<file path="config.mk">
export PLATFORM = sky130hd
export DESIGN_NAME = lfsr_prbs_gen
export DESIGN_NICKNAME = d
export VERILOG_FILES = /design/src/rtl/lfsr_pkg.sv /design/src/rtl/lfsr_step.sv /design/src/rtl/lfsr_prbs_gen.sv
export SDC_FILE = /design/constraint.sdc
export NUM_CORES = 1
export LEC_CHECK = 0
export CORE_ASPECT_RATIO = 1.1
export CORE_MARGIN = 4
export CORE_UTILIZATION = 30
export DETAILED_ROUTE_END_ITERATION = 10
export GPL_ROUTABILITY_DRIVEN = 0
export GPL_TIMING_DRIVEN = 0
export PLACE_DENSITY = 0.64
export SYNTH_ARGS = -nofsm -noshare
export SYNTH_HDL_FRONTEND = slang
export SYNTH_SLANG_ARGS = --single-unit
</file>
<file path="constraint.sdc">
create_clock -name clk -period 2.65 [get_ports clk]
set_clock_uncertainty 0.1 [all_clocks]
set_input_delay 0.53 -clock clk [delete_from_list [all_inputs] [get_ports clk]]
set_output_delay 0.53 -clock clk [all_outputs]
set_load 0.02 [all_outputs]
</file>
<file path="src/rtl/lfsr_pkg.sv">
// rtl/lfsr_pkg.sv - default Galois tap masks and matching nonzero seeds
package lfsr_pkg;

  // x^4 + x + 1, maximal length 15
  localparam logic [3:0]  LFSR4_TAPS  = 4'b0010;
  localparam logic [3:0]  LFSR4_SEED  = 4'b0001;

  localparam logic [25:0] LFSR26_TAPS = 26'h0000182;
  localparam logic [25:0] LFSR26_SEED = 26'h0000001;

endpackage

</file>
<file path="src/rtl/lfsr_step.sv">
// rtl/lfsr_step.sv - combinational STEP-fold Galois LFSR advance with emitted bits
module lfsr_step #(
  parameter int          WIDTH = 26,
  parameter logic [WIDTH-1:0] TAPS = 26'h0000182,
  parameter int          STEP  = 1
) (
  input  logic [WIDTH-1:0] state_i,
  output logic [WIDTH-1:0] next_o,
  output logic [STEP-1:0]  bits_o
);

  // Bit 0 is always fed by the shift itself, so its tap bit is masked off
  localparam logic [WIDTH-1:0] TAP_MASK = {TAPS[WIDTH-1:1], 1'b0};

  logic [WIDTH-1:0] chain [0:STEP];

  assign chain[0] = state_i;

  for (genvar k = 0; k < STEP; k++) begin : g_step
    logic fb;
    assign fb              = chain[k][WIDTH-1];
    assign chain[k+1]      = {chain[k][WIDTH-2:0], fb} ^ (TAP_MASK & {WIDTH{fb}});
    assign bits_o[STEP-1-k] = fb;
  end

  assign next_o = chain[STEP];

endmodule

</file>
<file path="src/rtl/lfsr_prbs_gen.sv">
// rtl/lfsr_prbs_gen.sv - Galois LFSR/PRBS stream generator; LFSR_LOCKUP_RECOVER_EN enables zero-state recovery
module lfsr_prbs_gen
  import lfsr_pkg::*;
#(
  parameter int               WIDTH = 26,
  parameter logic [WIDTH-1:0] TAPS  = LFSR26_TAPS,
  parameter logic [WIDTH-1:0] SEED  = LFSR26_SEED,
  parameter int               STEP  = 1,
  parameter int               CNT_W = 32
) (
  input  logic             clk,
  input  logic             rst,
  input  logic             en,
  input  logic             load,
  input  logic [WIDTH-1:0] din,
  output logic [STEP-1:0]  out_data,
  output logic             out_valid,
  input  logic             out_ready,
  output logic [WIDTH-1:0] state,
  output logic             lockup,
  output logic             wrap,
  output logic [CNT_W-1:0] adv_cnt
);

  logic [WIDTH-1:0] state_q, state_d, step_next;
  logic [STEP-1:0]  data_q, step_bits;
  logic             valid_q, wrap_q;
  logic [CNT_W-1:0] cnt_q;
  logic             adv;

  lfsr_step #(
    .WIDTH (WIDTH),
    .TAPS  (TAPS),
    .STEP  (STEP)
  ) u_step (
    .state_i (state_q),
    .next_o  (step_next),
    .bits_o  (step_bits)
  );

  assign lockup = (state_q == '0);
  // Backpressure stalls the state so no emitted bit is ever dropped
  assign adv    = en & (~valid_q | out_ready);

`ifdef LFSR_LOCKUP_RECOVER_EN
  assign state_d = lockup ? SEED : step_next;
`else
  assign state_d = step_next;
`endif

  always_ff @(posedge clk) begin
    if (rst) begin
      state_q <= SEED;
      data_q  <= '0;
      valid_q <= 1'b0;
      wrap_q  <= 1'b0;
      cnt_q   <= '0;
    end else if (load) begin
      state_q <= din;
      valid_q <= 1'b0;
      wrap_q  <= 1'b0;
      cnt_q   <= '0;
    end else if (adv) begin
      state_q <= state_d;
      data_q  <= step_bits;
      valid_q <= 1'b1;
      wrap_q  <= (state_d == SEED);
      cnt_q   <= cnt_q + CNT_W'(1);
    end else begin
      wrap_q <= 1'b0;
      if (valid_q && out_ready) begin
        valid_q <= 1'b0;
      end
    end
  end

  assign state     = state_q;
  assign out_data  = data_q;
  assign out_valid = valid_q;
  assign wrap      = wrap_q;
  assign adv_cnt   = cnt_q;

endmodule

</file>
== After elaboration in Yosys (flattened, before gate mapping) ==
Index checks and enable logic that the tools add are counted.
Word-level totals
  ROM bits: 0
  input port bits: 31
  memories: 0
  flip-flop bits (word level): 61
  latch bits: 0
  RAM bits: 0
Operators by class
  magnitude comparators: 0
  $mul: 0
  multiplexer cells: 4
  add/sub/neg operators: 1
  div/mod/pow operators: 0
  bitwise gates (word level): 6
  reduce and logical (&&, ||, !) cells: 7
  shifts and indexed selects: 0
  eq/ne operators: 1
Operators by type and width (count)
  $mux 26: 2
  $add 32x1->32 const B: 1
  $eq 26x1->1 const B: 1
  $logic_not 26->1: 1
  $xor 26x9->26: 1
  $reduce_bool 2->1: 2
  $not 1->1: 3
  $reduce_or 3->1: 1
  $mux 1: 2
  $reduce_and 2->1: 1
  $reduce_or 2->1: 1
  $and 1x1->1: 1
  $logic_and 1x1->1: 1
  $or 1x1->1: 1

== Logic depth before layout (Yosys ltp) ==
Gate-level depths: netlist of the first run.
  word-level depth: 5
  mapped depth: 7

== Modules after synthesis ==
Synthesis of the first run repeated with hierarchy kept, for this count alone.
Second synthesis, totals
  cell total of the unflattened synthesis: 397
  area total of the unflattened synthesis: 3301.9 um2
By module, submodules not included
  lfsr_prbs_gen: instances 1, area each 3095.5 um2, cells an instance 370, seq. area each 1221.2 um2
  lfsr_step: instances 1, area each 206.4 um2, cells an instance 27, seq. area each 0.0 um2

== Least setup slack after synthesis of the first run ==
No wires, ideal clock.
  path kind: reg2out
  start: register state_q[8] (netlist: state[8])
  end: output lockup
  setup slack: 0.530 ns
  path buffers: 0
  cell stages (with the launch flop): 5
  data arrival time: 1.490 ns
  data required time: 2.020 ns
  path through: dfxtp_1 or4_1 nor4_1 inv_1 nor2_1
Between the ends
  word-level cells in the longest chain between the ends: 1
RTL lines
  start, declared: line lfsr_prbs_gen.sv:25  | logic [WIDTH-1:0] state_q, state_d, step_next;
  start signal, assigned: line lfsr_prbs_gen.sv:59  | state_q <= din;
  start signal, assigned: line lfsr_prbs_gen.sv:64  | state_q <= state_d;
  $logic_not 26->1: line lfsr_prbs_gen.sv:41  | assign lockup = (state_q == '0);
  end, declared: line lfsr_prbs_gen.sv:20  | output logic lockup,
Every way passes these cells.

== Final worst setup path of the first run ==
Same ends and word-level chain as after synthesis.

==> results of run 1 <==
-- power by group through the flow --
stage | Combinational [uW] | Clock (uW) | Sequential, uW
after detailed placement | 290 | 0 | 996
after global routing | 314 | 897 | 981
after CTS | 292 | 861 | 976
after floorplan | 127 | 0 | 1020
after global placement | 287 | 0 | 996
final | 289 | 837 | 976
-- worst paths after layout --
check / depth (start not counted) / slack [ns] / end / start
setup / recovery: 5 / 0.13 / lockup / state[8]
hold / removal: 2 / 0.39 / out_data / out_data
setup reg to reg: 7 / 0.61 / adv_cnt[22] / adv_cnt[0]
hold reg to reg: 2 / 0.39 / out_data / out_data
-- final cells by class --
cell class                 instances  area [um^2]  area share
buffer                            20        83.83     0.01987
clock buffer                       9        123.9     0.02936
clock inverter                     7        76.32     0.01809
inverter                           8        30.03    0.007117
multi-input combinational        241         1632      0.3867
sequential                        61         1221      0.2894
tap                              117        146.4     0.03470
timing repair buffer              91        905.9      0.2147
-- Yosys cell counts, types with 2 or more instances --
cell type,instances,area [um^2]
sky130_fd_sc_hd__nor3_1,5,25.02
sky130_fd_sc_hd__nand2_1,24,90.09
sky130_fd_sc_hd__nor4_2,2,25.02
sky130_fd_sc_hd__nand4_1,6,37.54
sky130_fd_sc_hd__nand3_1,12,60.06
sky130_fd_sc_hd__a211o_1,2,17.52
sky130_fd_sc_hd__nor2_1,51,191.4
sky130_fd_sc_hd__buf_1,2,7.510
sky130_fd_sc_hd__nor4_1,9,56.30
sky130_fd_sc_hd__and2_1,4,25.02
sky130_fd_sc_hd__a21o_1,4,30.03
sky130_fd_sc_hd__a21oi_1,15,75.07
sky130_fd_sc_hd__dfxtp_1,61,1221
sky130_fd_sc_hd__or4_1,2,15.01
sky130_fd_sc_hd__nand2b_1,2,12.51
sky130_fd_sc_hd__and4_1,4,35.03
sky130_fd_sc_hd__mux2i_1,21,210.2
sky130_fd_sc_hd__nor3_2,2,20.02
sky130_fd_sc_hd__buf_2,4,20.02
sky130_fd_sc_hd__inv_1,8,30.03
sky130_fd_sc_hd__xnor2_1,18,157.7
sky130_fd_sc_hd__and3_1,4,25.02
sky130_fd_sc_hd__or3_1,5,31.28
sky130_fd_sc_hd__nand4_2,2,25.02
sky130_fd_sc_hd__ha_1,2,25.02
sky130_fd_sc_hd__nand4b_1,2,17.52
sky130_fd_sc_hd__mux2_2,21,236.5
sky130_fd_sc_hd__clkbuf_1,13,48.80
sky130_fd_sc_hd__xor2_1,8,70.07
sky130_fd_sc_hd__o21ai_0,6,30.03
-- sequential cells by signal, indices dropped and copies added (netlist names) --
name       flops
adv_cnt       32
state         26
out_data       1
out_valid      1
wrap           1
-- logic make-up after synthesis --
family / share of synthesized area
XOR/XNOR: 0.07692
AND/OR/NAND/NOR: 0.2549
buffers and inverters: 0.03847
flip-flops: 0.4125
AO/OA/AOI/OAI: 0.05791
adder cells (fa/ha/maj): 0.008452
multiplexers: 0.1509
-- worst max-delay path, stage by stage, from the launching register on --
cell and delay, ns:
sky130_fd_sc_hd__dfxtp_1 0.34, sky130_fd_sc_hd__or4_1 0.56, sky130_fd_sc_hd__nor4_2 0.22, sky130_fd_sc_hd__inv_1 0.09
sky130_fd_sc_hd__nor2_1 0.16, sky130_fd_sc_hd__buf_2 0.19
-- metrics by stage --
step	cell area (um^2)	power, uW	setup WS [ns]	hold WS (ns)
global placement	4018	1282	-0.003174	0.3649
detailed placement	4018	1286	-0.003269	0.3814
finish	4219	2101	0.1258	0.3888
global route	4219	2192	0.01330	0.4339
floorplan	2960	1149	0.5298	0.4536
CTS	4219	2129	0.09626	0.3926
-- timing repair --
action                                  4_1_cts  5_1_grt
resized for setup                             5        0
hold buffers                                  0        0
endpoints found under the setup margin        1        0
buffers inserted                              0        0
-- routing by layer --
layer | global-route usage | up-vias | share of wire
met5 | 0 | - | 0
met1 | 0.1808 | 1265 | 0.44
met4 | 0.04374 | 0 | 0.014
met3 | 0.05345 | 11 | 0.087
met2 | 0.2356 | 94 | 0.46
li1 | - | 1351 | -
==> impl_metrics.yaml, run 1 <==
synth:
  syn_inst: 330
  synth_enable_flop_cells: 0
  yosysSeqAreaShare: 0.4125
  ys_dominant_reg_cell: "sky130_fd_sc_hd__dfxtp_1"
  syn-mean-instance-area_um2: 8.971
  ys_async_sr_fraction: 0
  yosys_warnings: 0
  netlist_area_before_placement_mm2: 0.002960
  post_synth_net_total: 363
  yosys_register_bits: 61
  synthDistinctLibCells: 39
pwr:
  power.density_cell_area_mw_per_mm2: 498.1
  power.sequential.fraction: 0.464
  netSwitchingPower_uw: 565.5
  power.ir.vdd_worst_mv: 0.2344
  power_report.internal_total_uw: 1536
  total_leakage_power_uw: 0.001502
  clock_power_share: 0.398
  power.combinational.fraction: 0.137
  power.switching_fraction: 0.2691
worst_hold_path:
  worst_hold_class: "flip-flop to flip-flop"
detailed_routing:
  detailedRoute.firstIterationViolations: 81
  drc_errors: 0
  detailroute.via_count: 2721
  drtAntennaViolNets: 0
  totalWireLength_mm: 8.265
  vias_per_cell: 4.912
  detail_route.first_pass.iterations: 4
  routed_wire_length_per_instance_um: 14.92
sta:
  layout_worst_path_cycle_share: 0.9525
  report.final.hold_viol_count: 0
  max_clock_freq_ghz: 0.3962
  final.min_clock_period_ns: 2.524
  max-slew-margin-rel: 0.5070
  finalSetupViolCount: 0
  maxSlewViolCount: 0
  tns_ns: 0
  slew_worst_pin_ns: 0.7394
  grt_setup_unrepaired: "no"
final_layout:
  stdcell_count: 554
  area_grow_syn2layout_pct: 42.52
  most_frequent_cells_in_the_layout: "90 x sky130_fd_sc_hd__clkdlybuf4s50_1, 61 x sky130_fd_sc_hd__dfxtp_1, 51 x sky130_fd_sc_hd__nor2_1"
  final_net_count: 465
  finish.utilization: 0.4446
  fill_cells: 919
  antenna-diode-count: 0
  most_common_library_cell_in_the_layout_ignoring_fill_and_taps: "sky130_fd_sc_hd__clkdlybuf4s50_1"
  post_route_cells_drive_above_1_share: 0.1259
placed_design:
  port-buffer-count: 91
  place_inst: 538
  dp_hpwl_mm: 6.277
global_route:
  grt_pass1_vias: 2751
  grt_first_pass_wirelength_mm: 13.40
  grt_util_all_layers: 0.1462
  number_of_antenna_violations_at_the_first_check_in_global_routing: 0
  grt_start_max_net_pins: 13
  grt_overflow: 0
worst_setup_path:
  critPathKind: "flip-flop to primary output"
  critPathArrivalTime_ns: 1.89
  worst_setup_path_start_kind: "flip-flop"
  critical_path.max_fanout: 4
  crit_required_ns: 2.02
  worstSetupEndpointType: "primary output"
floorplan:
  io_pins: 93
  rows: 37
  floorplan.initialDensity: 0.3119
  die_height_um: 112.2
  total_core_area_mm2: 0.009490
  die_area_mm2: 0.01152
  die_width_um: 102.7
clock_network:
  cts_max_path_buffers: 2
  clkLatencyLatePin_ns: 0.34
  cts_tree: "built"
  cts_made_buffers: 9
  ctsHtreeMaxLevel: 3
  clk_transition_reported_paths_ns: 0.07
  cts.sinks: 61
  cts_root_buffer: "sky130_fd_sc_hd__clkbuf_8"
flow_run:
  cap_violations: 0
run_status:
  run_status: "finished clean"
Note: power is estimated with default switching activity, not from simulation.
==> inputs of run 2 (changes only) <==
--- a/config.mk
+++ b/config.mk
@@ -5,13 +5,13 @@
 export SDC_FILE = /design/constraint.sdc
 export NUM_CORES = 1
 export LEC_CHECK = 0
-export CORE_ASPECT_RATIO = 1.1
+export ABC_AREA = 1
 export CORE_MARGIN = 4
 export CORE_UTILIZATION = 30
 export DETAILED_ROUTE_END_ITERATION = 10
 export GPL_ROUTABILITY_DRIVEN = 0
 export GPL_TIMING_DRIVEN = 0
-export PLACE_DENSITY = 0.64
+export PLACE_DENSITY = 0.63
 export SYNTH_ARGS = -nofsm -noshare
 export SYNTH_HDL_FRONTEND = slang
 export SYNTH_SLANG_ARGS = --single-unit
==> impl_metrics.yaml, run 2 <==
run_status:
  run_status: "finished clean"
worst_setup_path:
  crit_required_ns: 2.02
  crit_path_top_delay_cell: "sky130_fd_sc_hd__nor4_2"
  critPathKind: "flip-flop to primary output"
  critical_path.max_fanout: 4
  critical_path_buf_inv_count: 1
  critPathArrivalTime_ns: 1.73
  crit_path_cell_trace: "nor4_2 -> nand3_1 -> nor2_1 -> dlygate4sd2_1"
  worstSetupEndpointType: "primary output"
  timing.critical_path.max_delay_family: "simple AND/OR/NAND/NOR gates"
  worst_setup_path_start_kind: "flip-flop"
  cp_slowest_stage_delay_ns: 0.39
synth:
  synth.cells.most_frequent: "133 x sky130_fd_sc_hd__nand2_1, 61 x sky130_fd_sc_hd__dfxtp_1, 59 x sky130_fd_sc_hd__nor2_1"
  synthDominantCellAreaShare: 0.4021
  syn_inst: 440
  synth.area.top_cells: "sky130_fd_sc_hd__dfxtp_1 40%, sky130_fd_sc_hd__nand2_1 16%, sky130_fd_sc_hd__nor2_1 7.3%, sky130_fd_sc_hd__a31oi_1 5.4%, sky130_fd_sc_hd__nand3_1 4.4%"
  synthDistinctLibCells: 31
  yosys_warnings: 0
  netlist_area_before_placement_mm2: 0.003037
  ys_async_sr_fraction: 0
  most_common_cell_in_the_netlist: "sky130_fd_sc_hd__nand2_1"
  yosys_register_bits: 61
  synth_enable_flop_cells: 0
  yosys.area.top_type: "sky130_fd_sc_hd__dfxtp_1"
  syn-mean-instance-area_um2: 6.902
  post_synth_net_total: 473
  yosysSeqAreaShare: 0.4021
  ys_dominant_reg_cell: "sky130_fd_sc_hd__dfxtp_1"
placed_design:
  dp_hpwl_mm: 7.012
  postPlaceCellArea_mm2: 0.004114
  port-buffer-count: 91
clock_network:
  ctsHtreeMaxLevel: 3
  clkLatencyLatePin_ns: 0.34
  cts_root_buffer: "sky130_fd_sc_hd__clkbuf_8"
  cts_made_buffers: 9
  cts.sinks: 61
  cts_max_path_buffers: 2
  cts_tree: "built"
  clk_transition_reported_paths_ns: 0.07
sta:
  tns_ns: 0
  final.min_clock_period_ns: 2.356
  maxSlewViolCount: 0
  layout_worst_path_cycle_share: 0.8892
  finalSetupViolCount: 0
  max_clock_freq_ghz: 0.4244
  max-slew-margin-rel: 0.6708
  slew_worst_pin_ns: 0.4938
  grt_setup_unrepaired: "no"
  report.final.hold_viol_count: 0
detailed_routing:
  vias_per_cell: 4.873
  drc_errors: 0
  drtAntennaViolNets: 0
  detailroute.via_count: 3304
  routed_wire_length_per_instance_um: 13.67
  totalWireLength_mm: 9.268
  detailedRoute.firstIterationViolations: 95
  detail_route.first_pass.iterations: 4
global_route:
  number_of_antenna_violations_at_the_first_check_in_global_routing: 0
  grt_util_all_layers: 0.1612
  grt_first_pass_wirelength_mm: 14.99
  met2_usage: 0.2608
  gr-max-usage-layer: "met2"
  gr-usage-met1: 0.1971
  grt_start_max_net_pins: 11
  grt_util_met3: 0.04559
  grt_overflow: 0
  grt_pass1_vias: 3146
floorplan:
  die_area_mm2: 0.01180
  io_pins: 93
  rows: 36
  total_core_area_mm2: 0.009819
  floorplan.initialDensity: 0.3093
  die_height_um: 108.6
  die_width_um: 108.6
worst_hold_path:
  worst_hold_class: "flip-flop to flip-flop"
final_layout:
  final_net_count: 575
  most_frequent_cells_in_the_layout: "133 x sky130_fd_sc_hd__nand2_1, 90 x sky130_fd_sc_hd__clkdlybuf4s50_1, 61 x sky130_fd_sc_hd__dfxtp_1"
  post_route_cells_drive_above_1_share: 0.08991
  multi_input_logic_area_mm2: 0.001618
  antenna-diode-count: 0
  most_common_library_cell_in_the_layout_ignoring_fill_and_taps: "sky130_fd_sc_hd__nand2_1"
  post-route-cell-area_mm2: 0.004303
  area_grow_syn2layout_pct: 41.70
  area_of_all_sequential_standard_cells_mm2: 0.001221
  fill_cells: 1041
  largest_register_ffs: 32
flow_run:
  cap_violations: 0
pwr:
  total_leakage_power_uw: 0.001518
  post-layout-total-power_uw: 2030
  power.density_cell_area_mw_per_mm2: 471.7
  power.ir.vdd_worst_mv: 0.1817
run 2: cell types whose count changed in the layout (fill, tap and decap cells not counted), moves of 7 or more:
| cell | before | now |
|---|---|---|
| sky130_fd_sc_hd__nor2_1 | 51 | 59 |
| sky130_fd_sc_hd__mux2_2 | 21 | 0 |
| sky130_fd_sc_hd__mux2i_1 | 21 | 0 |
| sky130_fd_sc_hd__xnor2_1 | 18 | 2 |
| sky130_fd_sc_hd__inv_1 | 8 | 29 |
| sky130_fd_sc_hd__nand2_1 | 24 | 133 |
| sky130_fd_sc_hd__nand2_2 | 0 | 7 |
| sky130_fd_sc_hd__nand3_1 | 12 | 27 |
| sky130_fd_sc_hd__a31oi_1 | 0 | 26 |
| sky130_fd_sc_hd__nor2_4 | 0 | 8 |
| sky130_fd_sc_hd__clkbuf_1 | 13 | 3 |
run 2: worst reg2reg max path: stages, from the launching register on:
cell	delay [ns]
sky130_fd_sc_hd__dfxtp_1	0.40
sky130_fd_sc_hd__ha_1	0.17
sky130_fd_sc_hd__inv_1	0.07
sky130_fd_sc_hd__nor2_4	0.17
sky130_fd_sc_hd__nand2_2	0.09
sky130_fd_sc_hd__nor2_4	0.19
sky130_fd_sc_hd__nand2_2	0.12
sky130_fd_sc_hd__nor3b_1	0.20
sky130_fd_sc_hd__nor2_1	0.06
run 2: final timing paths:
kind	start	endpoint	slack [ns]	cells after the start
min	out_data	out_data	0.38	2
max reg2reg	adv_cnt[0]	adv_cnt[14]	0.99	8
max	state[1]	lockup	0.29	4
min reg2reg	out_data	out_data	0.38	2
run 2: where the power goes:
part	total [uW]	leakage, uW	switching (uW)	internal [uW]
logic	261	0.000923	136	126
clock network	793	0.0000974	362	430
registers	976	0.000497	32.6	943
total	2030	0.00152	531	1500
run 2: layout make-up:
class	count	area share
Buffer	15	0.02035
Clock buffer	13	0.04158
Clock inverter	1	0.001163
Inverter	31	0.02704
Multi-Input combinational cell	333	0.3760
Sequential cell	61	0.2838
Tap cell	133	0.03867
Timing Repair Buffer	91	0.2114
run 2: cell families (layout without fill, tap and decap cells):
logic type,Yosys count,in the layout,synth area share
compound gates,57,57,0.1084
flops,61,61,0.4021
buf+inv,46,151,0.06716
simple gates,270,270,0.4026
xor+xnor,4,4,0.01154
fa+ha+maj,2,2,0.008239
run 2: what timing repair did:
item / CTS / global route
buffers inserted: 0 / 0
resized for setup: 2 / 0
endpoints found under the setup margin: 1 / 0
hold buffers: 0 / 0
run 2: layer usage:
metal | up-vias | routed length, um | part of all wire
met3 | 15 | 765 | 0.083
met2 | 122 | 4300 | 0.46
met1 | 1515 | 4023 | 0.43
met4 | 0 | 178 | 0.019
li1 | 1652 | - | -
met5 | - | 0 | 0
run 2: stage by stage:
stage	setup WS, ns	std cells	hold WS (ns)	utilization
global route	0.1944	678	0.3939	0.4382
detailed placement	0.2122	664	0.3689	0.4190
CTS	0.2187	678	0.3794	0.4382
global placement	0.2843	664	0.3720	0.4190
finish	0.2937	678	0.3781	0.4382
floorplan	0.9498	440	0.4399	-
==> inputs of run 3 (changes only) <==
--- a/config.mk
+++ b/config.mk
@@ -11,7 +11,6 @@
 export DETAILED_ROUTE_END_ITERATION = 10
 export GPL_ROUTABILITY_DRIVEN = 0
 export GPL_TIMING_DRIVEN = 0
-export PLACE_DENSITY = 0.63
 export SYNTH_ARGS = -nofsm -noshare
 export SYNTH_HDL_FRONTEND = slang
 export SYNTH_SLANG_ARGS = --single-unit
==> impl_metrics.yaml, run 3 (synthesis gave the netlist of run 2 again) <==
final_layout:
  most_common_library_cell_in_the_layout_ignoring_fill_and_taps: "sky130_fd_sc_hd__nand2_1"
  post-route-cell-area_mm2: 0.004348
  largest_register_ffs: 32
  post_route_cells_drive_above_1_share: 0.09141
  area_grow_syn2layout_pct: 43.18
  antenna-diode-count: 0
  final_net_count: 575
  stdcell_count: 680
  finish.utilization: 0.4428
  most_frequent_cells_in_the_layout: "133 x sky130_fd_sc_hd__nand2_1, 90 x sky130_fd_sc_hd__clkdlybuf4s50_1, 61 x sky130_fd_sc_hd__dfxtp_1"
worst_setup_path:
  cp_slowest_stage_delay_ns: 0.60
  crit_path_cell_trace: "buf_4 -> clkdlybuf4s50_1"
  critical_path.max_fanout: 7
  crit_path_top_delay_cell: "sky130_fd_sc_hd__clkdlybuf4s50_1"
  critPathKind: "flip-flop to primary output"
  ff2ff_path_depth: 8
  worstSetupEndpointType: "primary output"
  critPathArrivalTime_ns: 1.61
  crit_required_ns: 2.02
  worst_setup_path_start_kind: "flip-flop"
pwr:
  clock_power_share: 0.437
  power.combinational.fraction: 0.119
  power.ir.vdd_worst_mv: 0.2182
  power.sequential.fraction: 0.444
  total_leakage_power_uw: 0.001551
  power_report.internal_total_uw: 1647
  power.density_cell_area_mw_per_mm2: 504.8
  netSwitchingPower_uw: 547.7
  power.switching_fraction: 0.2495
floorplan:
  floorplan.initialDensity: 0.3093
  rows: 36
  die_area_mm2: 0.01180
  total_core_area_mm2: 0.009819
  die_height_um: 108.6
  die_width_um: 108.6
  io_pins: 93
detailed_routing:
  drtAntennaViolNets: 0
  totalWireLength_mm: 9.074
  detailroute.via_count: 3267
  detailedRoute.firstIterationViolations: 118
  vias_per_cell: 4.804
  detail_route.first_pass.iterations: 5
  drc_errors: 0
  routed_wire_length_per_instance_um: 13.34
run_status:
  run_status: "finished clean"
placed_design:
  place_inst: 664
  port-buffer-count: 91
  dp_hpwl_mm: 6.788
  postPlaceCellArea_mm2: 0.004114
sta:
  tns_ns: 0
  slew_worst_pin_ns: 0.5033
  layout_worst_path_cycle_share: 0.8437
  max_clock_freq_ghz: 0.4473
  finalSetupViolCount: 0
  final.min_clock_period_ns: 2.236
  max-slew-margin-rel: 0.6645
  grt_setup_unrepaired: "no"
  maxSlewViolCount: 0
  report.final.hold_viol_count: 0
clock_network:
  cells_resized_by_post_cts_repair: 0
  clk_transition_reported_paths_ns: 0.07
  cts_tree: "built"
  cts.sinks: 61
  ctsHtreeMaxLevel: 3
  post_cts_hold_fix_bufs: 0
  cts_root_buffer: "sky130_fd_sc_hd__clkbuf_8"
  post_cts_setup_repair_bufs: 0
  clkLatencyLatePin_ns: 0.34
  cts_made_buffers: 9
  cts_max_path_buffers: 2
worst_hold_path:
  worst_hold_class: "flip-flop to flip-flop"
  hold_path_depth: 2
global_route:
  grt_util_all_layers: 0.1603
  grt_pass1_vias: 3213
  number_of_antenna_violations_at_the_first_check_in_global_routing: 0
  grt_overflow: 0
  grt_start_max_net_pins: 11
  grt_first_pass_wirelength_mm: 15.00
flow_run:
  cap_violations: 0
-- run 3: cell count changes in the layout (fill, tap and decap cells not counted) --
cell                             previous run  this run
sky130_fd_sc_hd__clkinv_2                   1         2
sky130_fd_sc_hd__dlygate4sd2_1              1         0
sky130_fd_sc_hd__clkbuf_8                  13        11
sky130_fd_sc_hd__clkbuf_1                   3         4
sky130_fd_sc_hd__dlymetal6s2s_1             0         1
sky130_fd_sc_hd__bufinv_16                  0         2
-- run 3: final timing paths --
kind,startpoint,to,slack (ns)
setup reg to reg,adv_cnt[0],adv_cnt[14],1.00
hold reg to reg,out_data,out_data,0.38
setup / recovery,state[25],state[25],0.41
hold / removal,out_data,out_data,0.38
-- run 3: per-stage QoR --
step	hold slack (ns)	power, uW	setup WS [ns]
after floorplan	0.4399	1120	0.9498
after global placement	0.3661	1254	0.3364
after detailed placement	0.3697	1255	0.3433
after CTS	0.3817	2214	0.06888
after global routing	0.4100	2290	0.2823
final	0.3818	2195	0.4142
-- run 3: metal layers --
layer | wire, um | GRT usage | vias to the layer above
met1 | 4107 | 0.2023 | 1490
met5 | 0 | 0 | -
met4 | 140 | 0.04689 | 0
met2 | 3972 | 0.2529 | 107
li1 | - | - | 1657
met3 | 854 | 0.06394 | 13
-- run 3: worst max-delay path, delay by kind of cell, from the launching register on --
| kind | cells | cell delay, ns |
|---|---|---|
| buf+inv | 2 | 0.77 |
| flops | 1 | 0.50 |
-- run 3: cell type report --
class,instances,area [um^2]
Multi-Input combinational cell,333,1618
Timing Repair Buffer,91,913.4
Clock inverter,4,70.07
Fill cell,1078,5472
Buffer,15,87.58
Inverter,31,116.4
Tap cell,133,166.4
Clock buffer,12,155.1
Sequential cell,61,1221
-- run 3: power by group through the flow --
stage | clock network, uW | registers [uW] | logic [uW]
detailed placement | 0 | 995 | 261
CTS | 977 | 974 | 262
floorplan | 0 | 1020 | 101
global placement | 0 | 994 | 260
finish | 959 | 976 | 261
global route | 1020 | 981 | 287
